[src/rtl/instr_fetch_unit_if.sv]
// ---------------------------------------------------------------------------
// instr_fetch_unit_if
// Bundles the signals between the fetch unit, the control FSM and the
// instruction memory read port.
//   fetch_req   control -> fetch : start one fetch
//   pc_we       control -> fetch : load PC according to pc_sel
//   pc_sel      control -> fetch : 00 hold, 01 branch, 10 jump, 11 hold
//   imem_pc     fetch   -> IMem  : word address (the PC register)
//   imem_instr  IMem    -> fetch : instruction at imem_pc (combinational ROM)
//   ir          fetch   -> ctrl  : instruction register
//   ir_pc       fetch   -> ctrl  : address the current IR came from
//   ir_valid    fetch   -> ctrl  : one-cycle pulse when IR is updated
//   busy        fetch   -> ctrl  : fetch in flight
//   err         fetch   -> ctrl  : sticky protocol-violation flag
// Modports: slave = fetch unit, master = control FSM / IMem side.
// ---------------------------------------------------------------------------
interface instr_fetch_unit_if #(
  parameter int PC_WIDTH = 16
);
  logic                fetch_req;
  logic                pc_we;
  logic [1:0]          pc_sel;
  logic [PC_WIDTH-1:0] imem_pc;
  logic [31:0]         imem_instr;
  logic [31:0]         ir;
  logic [PC_WIDTH-1:0] ir_pc;
  logic                ir_valid;
  logic                busy;
  logic                err;

  modport slave (
    input  fetch_req, pc_we, pc_sel, imem_instr,
    output imem_pc, ir, ir_pc, ir_valid, busy, err
  );

  modport master (
    output fetch_req, pc_we, pc_sel, imem_instr,
    input  imem_pc, ir, ir_pc, ir_valid, busy, err
  );
endinterface

[src/rtl/instr_fetch_unit.sv]
// ---------------------------------------------------------------------------
// instr_fetch_unit
// Fetch stage of the multicycle CPU. Owns the PC, presents it to a
// combinational word-addressed IMem, waits FETCH_WAIT extra cycles, then
// captures the instruction into the IR and advances the PC. Branch/jump
// redirects are applied when the control FSM asserts pc_we while idle.
// Ports:
//   clk    in  system clock, rising edge
//   rst_n  in  asynchronous active-low reset
//   bus    instr_fetch_unit_if.slave (handshake, IMem port, IR outputs)
// ---------------------------------------------------------------------------
module instr_fetch_unit #(
  parameter int PC_WIDTH   = 16,
  parameter int FETCH_WAIT = 0,
  parameter int RESET_PC   = 0
) (
  input  logic                  clk,
  input  logic                  rst_n,
  instr_fetch_unit_if.slave     bus
);

  typedef enum logic [1:0] {
    S_IDLE    = 2'd0,
    S_WAIT    = 2'd1,
    S_CAPTURE = 2'd2
  } state_e;

  state_e              state_q, state_d;
  logic [3:0]          cnt_q, cnt_d;
  logic [PC_WIDTH-1:0] pc_q, pc_d;
  logic [31:0]         ir_q, ir_d;
  logic [PC_WIDTH-1:0] ir_pc_q, ir_pc_d;
  logic                ir_valid_q, ir_valid_d;
  logic                err_q, err_d;

  logic [PC_WIDTH-1:0] branch_off;
  logic [PC_WIDTH-1:0] jump_tgt;

  // Signed cast sign-extends the 16-bit immediate; unsigned cast zero-extends.
  // Both truncate if PC_WIDTH < 16. Sums wrap modulo 2**PC_WIDTH.
  assign branch_off = PC_WIDTH'($signed(ir_q[15:0]));
  assign jump_tgt   = PC_WIDTH'(ir_q[15:0]);

  always_ff @(posedge clk or negedge rst_n) begin
    if (!rst_n) begin
      state_q    <= S_IDLE;
      cnt_q      <= 4'd0;
      pc_q       <= PC_WIDTH'(RESET_PC);
      ir_q       <= 32'h0;
      ir_pc_q    <= PC_WIDTH'(RESET_PC);
      ir_valid_q <= 1'b0;
      err_q      <= 1'b0;
    end else begin
      state_q    <= state_d;
      cnt_q      <= cnt_d;
      pc_q       <= pc_d;
      ir_q       <= ir_d;
      ir_pc_q    <= ir_pc_d;
      ir_valid_q <= ir_valid_d;
      err_q      <= err_d;
    end
  end

  always_comb begin
    state_d    = state_q;
    cnt_d      = cnt_q;
    pc_d       = pc_q;
    ir_d       = ir_q;
    ir_pc_d    = ir_pc_q;
    ir_valid_d = 1'b0;
    err_d      = err_q;

    case (state_q)
      S_IDLE: begin
        // Redirect lands on the same edge as an accepted fetch_req, so the
        // fetch that follows reads the redirected PC.
        if (bus.pc_we) begin
          case (bus.pc_sel)
            2'b01:   pc_d = pc_q + branch_off;
            2'b10:   pc_d = jump_tgt;
            default: pc_d = pc_q;
          endcase
        end
        if (bus.fetch_req) begin
          state_d = S_WAIT;
          cnt_d   = 4'(FETCH_WAIT);
        end
      end

      S_WAIT: begin
        if (cnt_q == 4'd0) begin
          state_d = S_CAPTURE;
        end else begin
          cnt_d = cnt_q - 4'd1;
        end
        if (bus.fetch_req || bus.pc_we) begin
          err_d = 1'b1;
        end
      end

      S_CAPTURE: begin
        ir_d       = bus.imem_instr;
        ir_pc_d    = pc_q;
        pc_d       = pc_q + PC_WIDTH'(1);
        ir_valid_d = 1'b1;
        state_d    = S_IDLE;
        if (bus.fetch_req || bus.pc_we) begin
          err_d = 1'b1;
        end
      end

      default: begin
        state_d = S_IDLE;
      end
    endcase
  end

  assign bus.imem_pc  = pc_q;
  assign bus.ir       = ir_q;
  assign bus.ir_pc    = ir_pc_q;
  assign bus.ir_valid = ir_valid_q;
  assign bus.busy     = (state_q != S_IDLE);
  assign bus.err      = err_q;

endmodule
[src/flat_wrapper.sv]
// flat-port wrapper written by rule: the top's interface ports become plain ports
module instr_fetch_unit_flat 
#(
  parameter int PC_WIDTH   = 16,
  parameter int FETCH_WAIT = 0,
  parameter int RESET_PC   = 0
)
  (clk, rst_n, bus_fetch_req, bus_pc_we, bus_pc_sel, bus_imem_instr, bus_imem_pc, bus_ir, bus_ir_pc, bus_ir_valid, bus_busy, bus_err);
  instr_fetch_unit_if #(.PC_WIDTH(PC_WIDTH)) bus_i ();
  input  logic clk;
  input  logic rst_n;
  input wire logic [$bits(bus_i.fetch_req)-1:0] bus_fetch_req;
  input wire logic [$bits(bus_i.pc_we)-1:0] bus_pc_we;
  input wire logic [$bits(bus_i.pc_sel)-1:0] bus_pc_sel;
  input wire logic [$bits(bus_i.imem_instr)-1:0] bus_imem_instr;
  output wire logic [$bits(bus_i.imem_pc)-1:0] bus_imem_pc;
  output wire logic [$bits(bus_i.ir)-1:0] bus_ir;
  output wire logic [$bits(bus_i.ir_pc)-1:0] bus_ir_pc;
  output wire logic [$bits(bus_i.ir_valid)-1:0] bus_ir_valid;
  output wire logic [$bits(bus_i.busy)-1:0] bus_busy;
  output wire logic [$bits(bus_i.err)-1:0] bus_err;
  assign bus_i.fetch_req = bus_fetch_req;
  assign bus_i.pc_we = bus_pc_we;
  assign bus_i.pc_sel = bus_pc_sel;
  assign bus_i.imem_instr = bus_imem_instr;
  assign bus_imem_pc = bus_i.imem_pc;
  assign bus_ir = bus_i.ir;
  assign bus_ir_pc = bus_i.ir_pc;
  assign bus_ir_valid = bus_i.ir_valid;
  assign bus_busy = bus_i.busy;
  assign bus_err = bus_i.err;
  instr_fetch_unit #(.PC_WIDTH(PC_WIDTH), .FETCH_WAIT(FETCH_WAIT), .RESET_PC(RESET_PC)) u_core (.clk(clk), .rst_n(rst_n), .bus(bus_i));
endmodule
[config.mk]
export PLATFORM = sky130hd
export DESIGN_NAME = instr_fetch_unit_flat
export DESIGN_NICKNAME = d
export VERILOG_FILES = /design/src/rtl/instr_fetch_unit_if.sv /design/src/rtl/instr_fetch_unit.sv /design/src/flat_wrapper.sv
export SDC_FILE = /design/constraint.sdc
export NUM_CORES = 1
export LEC_CHECK = 0
export BUFFER_PORTS_ARGS = -buffer_cell sky130_fd_sc_hd__buf_2
export CAP_MARGIN = 20
export CORE_UTILIZATION = 30
export CTS_CLUSTER_SIZE = 30
export DETAILED_ROUTE_END_ITERATION = 16
export GPL_ROUTABILITY_DRIVEN = 0
export PLACE_DENSITY = 0.55
export REMOVE_ABC_BUFFERS = 1
export SLEW_MARGIN = 20
export SYNTH_ARGS = -nofsm -noshare
export SYNTH_HDL_FRONTEND = slang
export SYNTH_SLANG_ARGS = --single-unit
[constraint.sdc]
create_clock -name clk -period 4.2 [get_ports clk]
set_input_delay 0.84 -clock clk [delete_from_list [all_inputs] [get_ports clk]]
set_output_delay 0.84 -clock clk [all_outputs]
set_load 0.01 [all_outputs]
### After elaboration in Yosys (flattened, before gate mapping)

Index checks and enable logic that the tools add are counted.

* output and inout bits: 67
* flip-flop bits (word level): 72
* word-level logic and storage cells: 40

* muxes and demuxes: 10
* add/sub/neg operators: 3
* equal/unequal tests: 9
* reduce and logical (&&, ||, !) cells: 11

Operator list (number)
* $pmux 16 s2: 2
* $add 16x1->16 const B: 1
* $add 16x16->16: 1
* $mux 16: 1
* $mux 4: 2
* $pmux 4 s2: 1
* $ne 2x2->1 const B: 3
* $reduce_and 3->1: 2
* $reduce_bool 2->1: 3
* $eq 2x1->1 const B: 2
* $eq 2x2->1 const B: 2
* $logic_not 4->1: 1
* $mux 2: 2
* $pmux 2 s2: 1
* $reduce_and 2->1: 2
* $sub 4x1->4 const B: 1
* $ne 3x3->1 const B: 1
* $logic_not 2->1: 1
* $ne 2x1->1 const B: 1
* $reduce_or 2->1: 1
* $logic_or 1x1->1: 1
* $mux 1: 1

### Logic depth before layout (Yosys ltp)

* word-level depth: 4
* depth in mapped cells: 10
* mapped depth without buffers: 9

### Least setup slack after synthesis

No wires, ideal clock.

* kind: input -> register
* start point: input port bus_pc_sel[0]
* end point: register u_core.pc_q[11], in the netlist u_core.bus.imem_pc[11]
* arrival time: 2.160 ns
* path buffers: 1
* path slack: 1.936 ns
* cell stages on the path: 8
* cells stage by stage: inv_1 > ha_1 > nor2b_1 > nand2_1 > o21ai_1 > clkbuf_1 > a21oi_1 > a221oi_1

* cells in the longest elaborated chain, start to end: 4

Ends and longest elaborated chain
* start, declared: line flat_wrapper.sv:14 `input wire logic [$bits(bus_i.pc_sel)-1:0] bus_pc_sel;`
* $eq 2x2->1 or $eq 2x1->1 (tied branches): line instr_fetch_unit.sv:78 `case (bus.pc_sel)`
* $pmux 16 s2: line instr_fetch_unit.sv:78
* $mux 16: line instr_fetch_unit.sv:77 `if (bus.pc_we) begin`
* $pmux 16 s2: line instr_fetch_unit.sv:73 `case (state_q)`
* end signal, assigned: line instr_fetch_unit.sv:48 `pc_q <= PC_WIDTH'(RESET_PC);`
* end signal, assigned: line instr_fetch_unit.sv:56 `pc_q <= pc_d;`
* end, declared: line instr_fetch_unit.sv:30 `logic [PC_WIDTH-1:0] pc_q, pc_d;`

Several ways; a longest one is shown, not always the timed one. The select of a mux whose other input is x is not followed.
A chain may end at the register's enable or synchronous reset.

### Final worst setup path

* start point: register u_core.state_q[0]
* end point: register u_core.pc_q[13], in the netlist u_core.bus.imem_pc[13]

* cells in the longest elaborated chain, start to end: 3

Ends and longest elaborated chain
* start, declared: line instr_fetch_unit.sv:28 `state_e state_q, state_d;`
* start signal, assigned: line instr_fetch_unit.sv:54 `state_q <= state_d;`
* $logic_not 2->1 or $eq 2x2->1 (tied branches): line instr_fetch_unit.sv:73
* $ne 3x3->1 (no line) (tied with other cells)
* $reduce_and 3->1 (no line)

Several ways; a longest one is shown, not always the timed one.

==> impl_metrics.toml <==
[run_status]
run_status = "completed"

[cts]
clkLatencyLatePin_ns = 0.34
postCtsSetupBuffers = 0
buffer_type_at_the_clock_tree_root = "sky130_fd_sc_hd__clkbuf_16"
h_tree_lvls = 3
cts_hold_buf = 0
tritoncts_clock_tree = "yes"
clkSlewWorstSetupHoldPaths_ns = 0.06
cts_max_path_buffers = 2
cts.sinks = 72
num_cts_buffers = 9
ctsResizeCount = 0

[min_path]
hp-start = "u_core.bus.err"
whs_path_depth = 1
worstHoldPathType = "flip-flop to flip-flop"
timing.hold.worst_endpoint = "u_core.bus.err"

[final_layout]
finalNetCount = 558
insertedDiodeCount = 0
drive_gt1_share_pct = 35.3
synthesis_to_finish_area_growth_pct = 23.7
stdcell_count = 677

[drt]
detail_route.iter0.violations = 192
via_cell_ratio = 5.00
route.vias.total = 3384
number_of_search_and_repair_iterations_in_the_first_detailed_routing_pass = 4
wirelength_um = 10400
avgRoutedWirePerCell_um = 15.4
residual_drc_count = 0
ant_nets = 0

[setup_path]
arrival_ns = 2.95
reg2reg_from = "u_core.state_q[0]"
endpoint_kind = "flip-flop"
critPathTopFamily = "simple AND/OR/NAND/NOR gates"
path_buf_inv = 2
cell_with_the_biggest_individual_delay_on_the_critical_path = "sky130_fd_sc_hd__buf_4"
worstPathRequired_ns = 4.47
critical_path_fanouts_max = 78
critical-path-max-stage-delay_ns = 0.68
crit-reg2reg-capture = "u_core.bus.imem_pc[13]"
rr_worst_depth = 10
cp-start-kind = "flip-flop"
timing.critical_path.cells = "inv_1, ha_4, buf_4, nand2_1, or3b_2, nor3_1, nor2_1, nor2_1, a21oi_1, o21ai_0"
reg2reg_setup_slack_ns = 1.51
worstSetupPathType = "flip-flop to flip-flop"
path_common_cell = "sky130_fd_sc_hd__nor2_1"

[placed_design]
io_buffer_count = 104
dp_hpwl_um = 7300
placed_cells = 661

[global_route]
initial_antenna_violation_count = 0
gr-total-overflow = 0
groute.usage.overall_pct = 15.7
first_global_vias = 3275
grt_max_degree = 79
global_route_wire_length_before_repair_um = 17200

[pwr]
ir_worst_vdd_mv = 0.293
powerDensity_nw_per_um2 = 947
p_leak_nw = 2.27

[synth]
asyncSetResetFlopFracSynth_pct = 100
syn_inst = 394
synth_largest_area_cell = "sky130_fd_sc_hd__dfrtp_1"
synth-seq-cells = 72
edff_count_synth = 0
synth_ff_type = "sky130_fd_sc_hd__dfrtp_1"
yosys-top-cells-area = "sky130_fd_sc_hd__dfrtp_1, sky130_fd_sc_hd__mux2_2, sky130_fd_sc_hd__ha_1"
yosysUniqueCellTypes = 54
synth_sequential_area_ratio_pct = 43.9
syn_avg_cell_area_um2 = 10.4
yosys_warnings = 0
synth_largest_type_area_fraction_pct = 43.9
syn_area_um2 = 4100

[floorplan]
floorplan.die_area_um2 = 14100
chipHeight_um = 119
num_rows = 42
starting_density_of_the_core_pct = 30.8
num_io_pins = 105
die_w_um = 119
coreArea_um2 = 13300

[flow_run]
timing.max_cap.violations = 0

[timing]
rsz0062_at_grt = "false"
clk_skew_ns = 0.00813
finalCriticalPeriod_ns = 2.69
report.final.setup_viol = 0
timing.fmax_ghz = 0.372
finalCritPeriodShare_pct = 64.0
report.final.hold_viol_count = 0
slew-limit-headroom_pct = 36.8
max_slew.worst_pin.slew_ns = 0.948
final_max_slew_viol_count = 0
final.setup.tns_ns = 0
==> worst reg2reg max path, cell delays in order (launching register included) <==
cell                      delay (ns)
sky130_fd_sc_hd__dfrtp_1        0.37
sky130_fd_sc_hd__inv_1          0.15
sky130_fd_sc_hd__ha_4           0.15
sky130_fd_sc_hd__buf_4          0.68
sky130_fd_sc_hd__nand2_1        0.26
sky130_fd_sc_hd__or3b_2         0.54
sky130_fd_sc_hd__nor3_1         0.15
sky130_fd_sc_hd__nor2_1         0.05
sky130_fd_sc_hd__nor2_1         0.13
sky130_fd_sc_hd__a21oi_1        0.04
sky130_fd_sc_hd__o21ai_0        0.08
==> sequential cells by signal, indices dropped and copies added, names as in the netlist <==
name,cells
u_core.bus.ir,32
u_core.bus.imem_pc,16
u_core.bus.ir_pc,16
u_core.cnt_q,4
u_core.state_q,2
u_core.bus.err,1
u_core.bus.ir_valid,1
==> synth_stat cells (2+ instances only) <==
cell and count:
sky130_fd_sc_hd__nand3_1 11, sky130_fd_sc_hd__a211oi_1 2, sky130_fd_sc_hd__nand2b_1 4, sky130_fd_sc_hd__o22ai_1 8
sky130_fd_sc_hd__ha_1 23, sky130_fd_sc_hd__o211ai_1 2, sky130_fd_sc_hd__mux2i_1 3, sky130_fd_sc_hd__a221oi_1 4
sky130_fd_sc_hd__nand3b_1 2, sky130_fd_sc_hd__clkbuf_1 12, sky130_fd_sc_hd__nor2b_1 5, sky130_fd_sc_hd__a21o_1 5
sky130_fd_sc_hd__a21oi_1 35, sky130_fd_sc_hd__nand2_1 30, sky130_fd_sc_hd__nor3_1 4, sky130_fd_sc_hd__o31ai_1 2
sky130_fd_sc_hd__or2_2 2, sky130_fd_sc_hd__nand4_1 2, sky130_fd_sc_hd__nor2_1 22, sky130_fd_sc_hd__o21bai_1 5
sky130_fd_sc_hd__o21ai_0 25, sky130_fd_sc_hd__and2_1 2, sky130_fd_sc_hd__xor2_1 6, sky130_fd_sc_hd__a2bb2oi_1 3
sky130_fd_sc_hd__mux2_2 45, sky130_fd_sc_hd__inv_1 16, sky130_fd_sc_hd__nand4_4 2, sky130_fd_sc_hd__o22a_1 3
sky130_fd_sc_hd__dfrtp_1 72, sky130_fd_sc_hd__buf_4 2, sky130_fd_sc_hd__a41o_1 2, sky130_fd_sc_hd__a31oi_1 5
sky130_fd_sc_hd__xnor2_1 7
==> how the worst max path moves through the flow <==
stage / depth (start not counted) / to / from / slack, ns
2_1_floorplan: 7 / u_core.bus.imem_pc[15] / u_core.state_q[0] / 0.28
3_3_place_gp: 9 / u_core.bus.imem_pc[13] / bus_pc_sel[0] / 1.51
3_5_place_dp: 9 / u_core.bus.imem_pc[15] / bus_pc_sel[0] / 1.46
4_1_cts: 10 / u_core.bus.imem_pc[13] / u_core.state_q[0] / 1.48
5_1_grt: 10 / u_core.bus.imem_pc[13] / u_core.state_q[0] / 1.22
6_report: 10 / u_core.bus.imem_pc[13] / u_core.state_q[0] / 1.51
==> metal layers <==
metal	wire length, um	share of wire (%)	up-vias	track usage [%]
met1	4890	47	1621	21.2
met3	618	5.9	8	3.26
li1	-	-	1648	-
met2	4770	46	107	24.2
met5	0	0	-	0
met4	136	1.3	0	6.72
==> layout make-up <==
cell class	count	area [um^2]
tap	176	220
timing repair buffer	106	538
fill	1355	8220
multi-input combinational	291	2180
inverter	16	60.1
sequential	72	1800
clock buffer	13	250
clock inverter	3	17.5
==> stage by stage <==
step / utilization, % / power [W] / worst slack [ns] / hold slack, ns / area (um^2)
5_1_grt: 38.2 / 0.00523 / 1.22 / 0.505 / 5070
3_3_place_gp: 36.1 / 0.00403 / 1.51 / 0.446 / 4800
6_report: 38.2 / 0.00480 / 1.51 / 0.461 / 5070
2_1_floorplan: - / 0.00327 / 0.276 / 0.472 / 4030
4_1_cts: 38.1 / 0.00485 / 1.48 / 0.468 / 5070
3_5_place_dp: 36.1 / 0.00411 / 1.46 / 0.447 / 4800
==> power breakdown <==
group	internal (W)	total, W	switching [W]	leakage (nW)
sequential	0.00104	0.00143	0.000383	0.847
clock	0.000415	0.000711	0.000296	0.130
combinational	0.00125	0.00266	0.00142	1.29
==> placed cells by master (no fill, tap or decap), types with 3 or more instances in the layout <==
cell type	count
sky130_fd_sc_hd__o22a_1	3
sky130_fd_sc_hd__nand2b_1	4
sky130_fd_sc_hd__o22ai_1	8
sky130_fd_sc_hd__a2bb2oi_1	3
sky130_fd_sc_hd__xnor2_1	7
sky130_fd_sc_hd__nor2b_1	5
sky130_fd_sc_hd__clkbuf_16	9
sky130_fd_sc_hd__a221oi_1	4
sky130_fd_sc_hd__a21o_1	5
sky130_fd_sc_hd__a31oi_1	5
sky130_fd_sc_hd__nor3_1	4
sky130_fd_sc_hd__nand3_1	11
sky130_fd_sc_hd__mux2i_1	3
sky130_fd_sc_hd__buf_2	103
sky130_fd_sc_hd__nand2_1	30
sky130_fd_sc_hd__o21ai_0	25
sky130_fd_sc_hd__dfrtp_1	72
sky130_fd_sc_hd__o21bai_1	5
sky130_fd_sc_hd__inv_1	16
sky130_fd_sc_hd__buf_4	3
sky130_fd_sc_hd__clkbuf_1	3
sky130_fd_sc_hd__a21oi_1	35
sky130_fd_sc_hd__xor2_1	6
sky130_fd_sc_hd__mux2_2	45
sky130_fd_sc_hd__ha_1	22
sky130_fd_sc_hd__nor2_1	22
==> cells by family (layout without fill, tap and decap cells) <==
logic type,count (synthesis),count (layout),share of synthesized area [%]
buffers and inverters,31,138,3.20
muxes,49,49,13.5
xor gates and xnor gates,13,13,2.78
DFF,72,72,43.9
AOI/OAI and AO/OA,110,110,16.8
and+or+nand+nor,95,95,12.3
adders and majority gates,24,24,7.50
No activity file was read; power rests on OpenSTA's default activity.
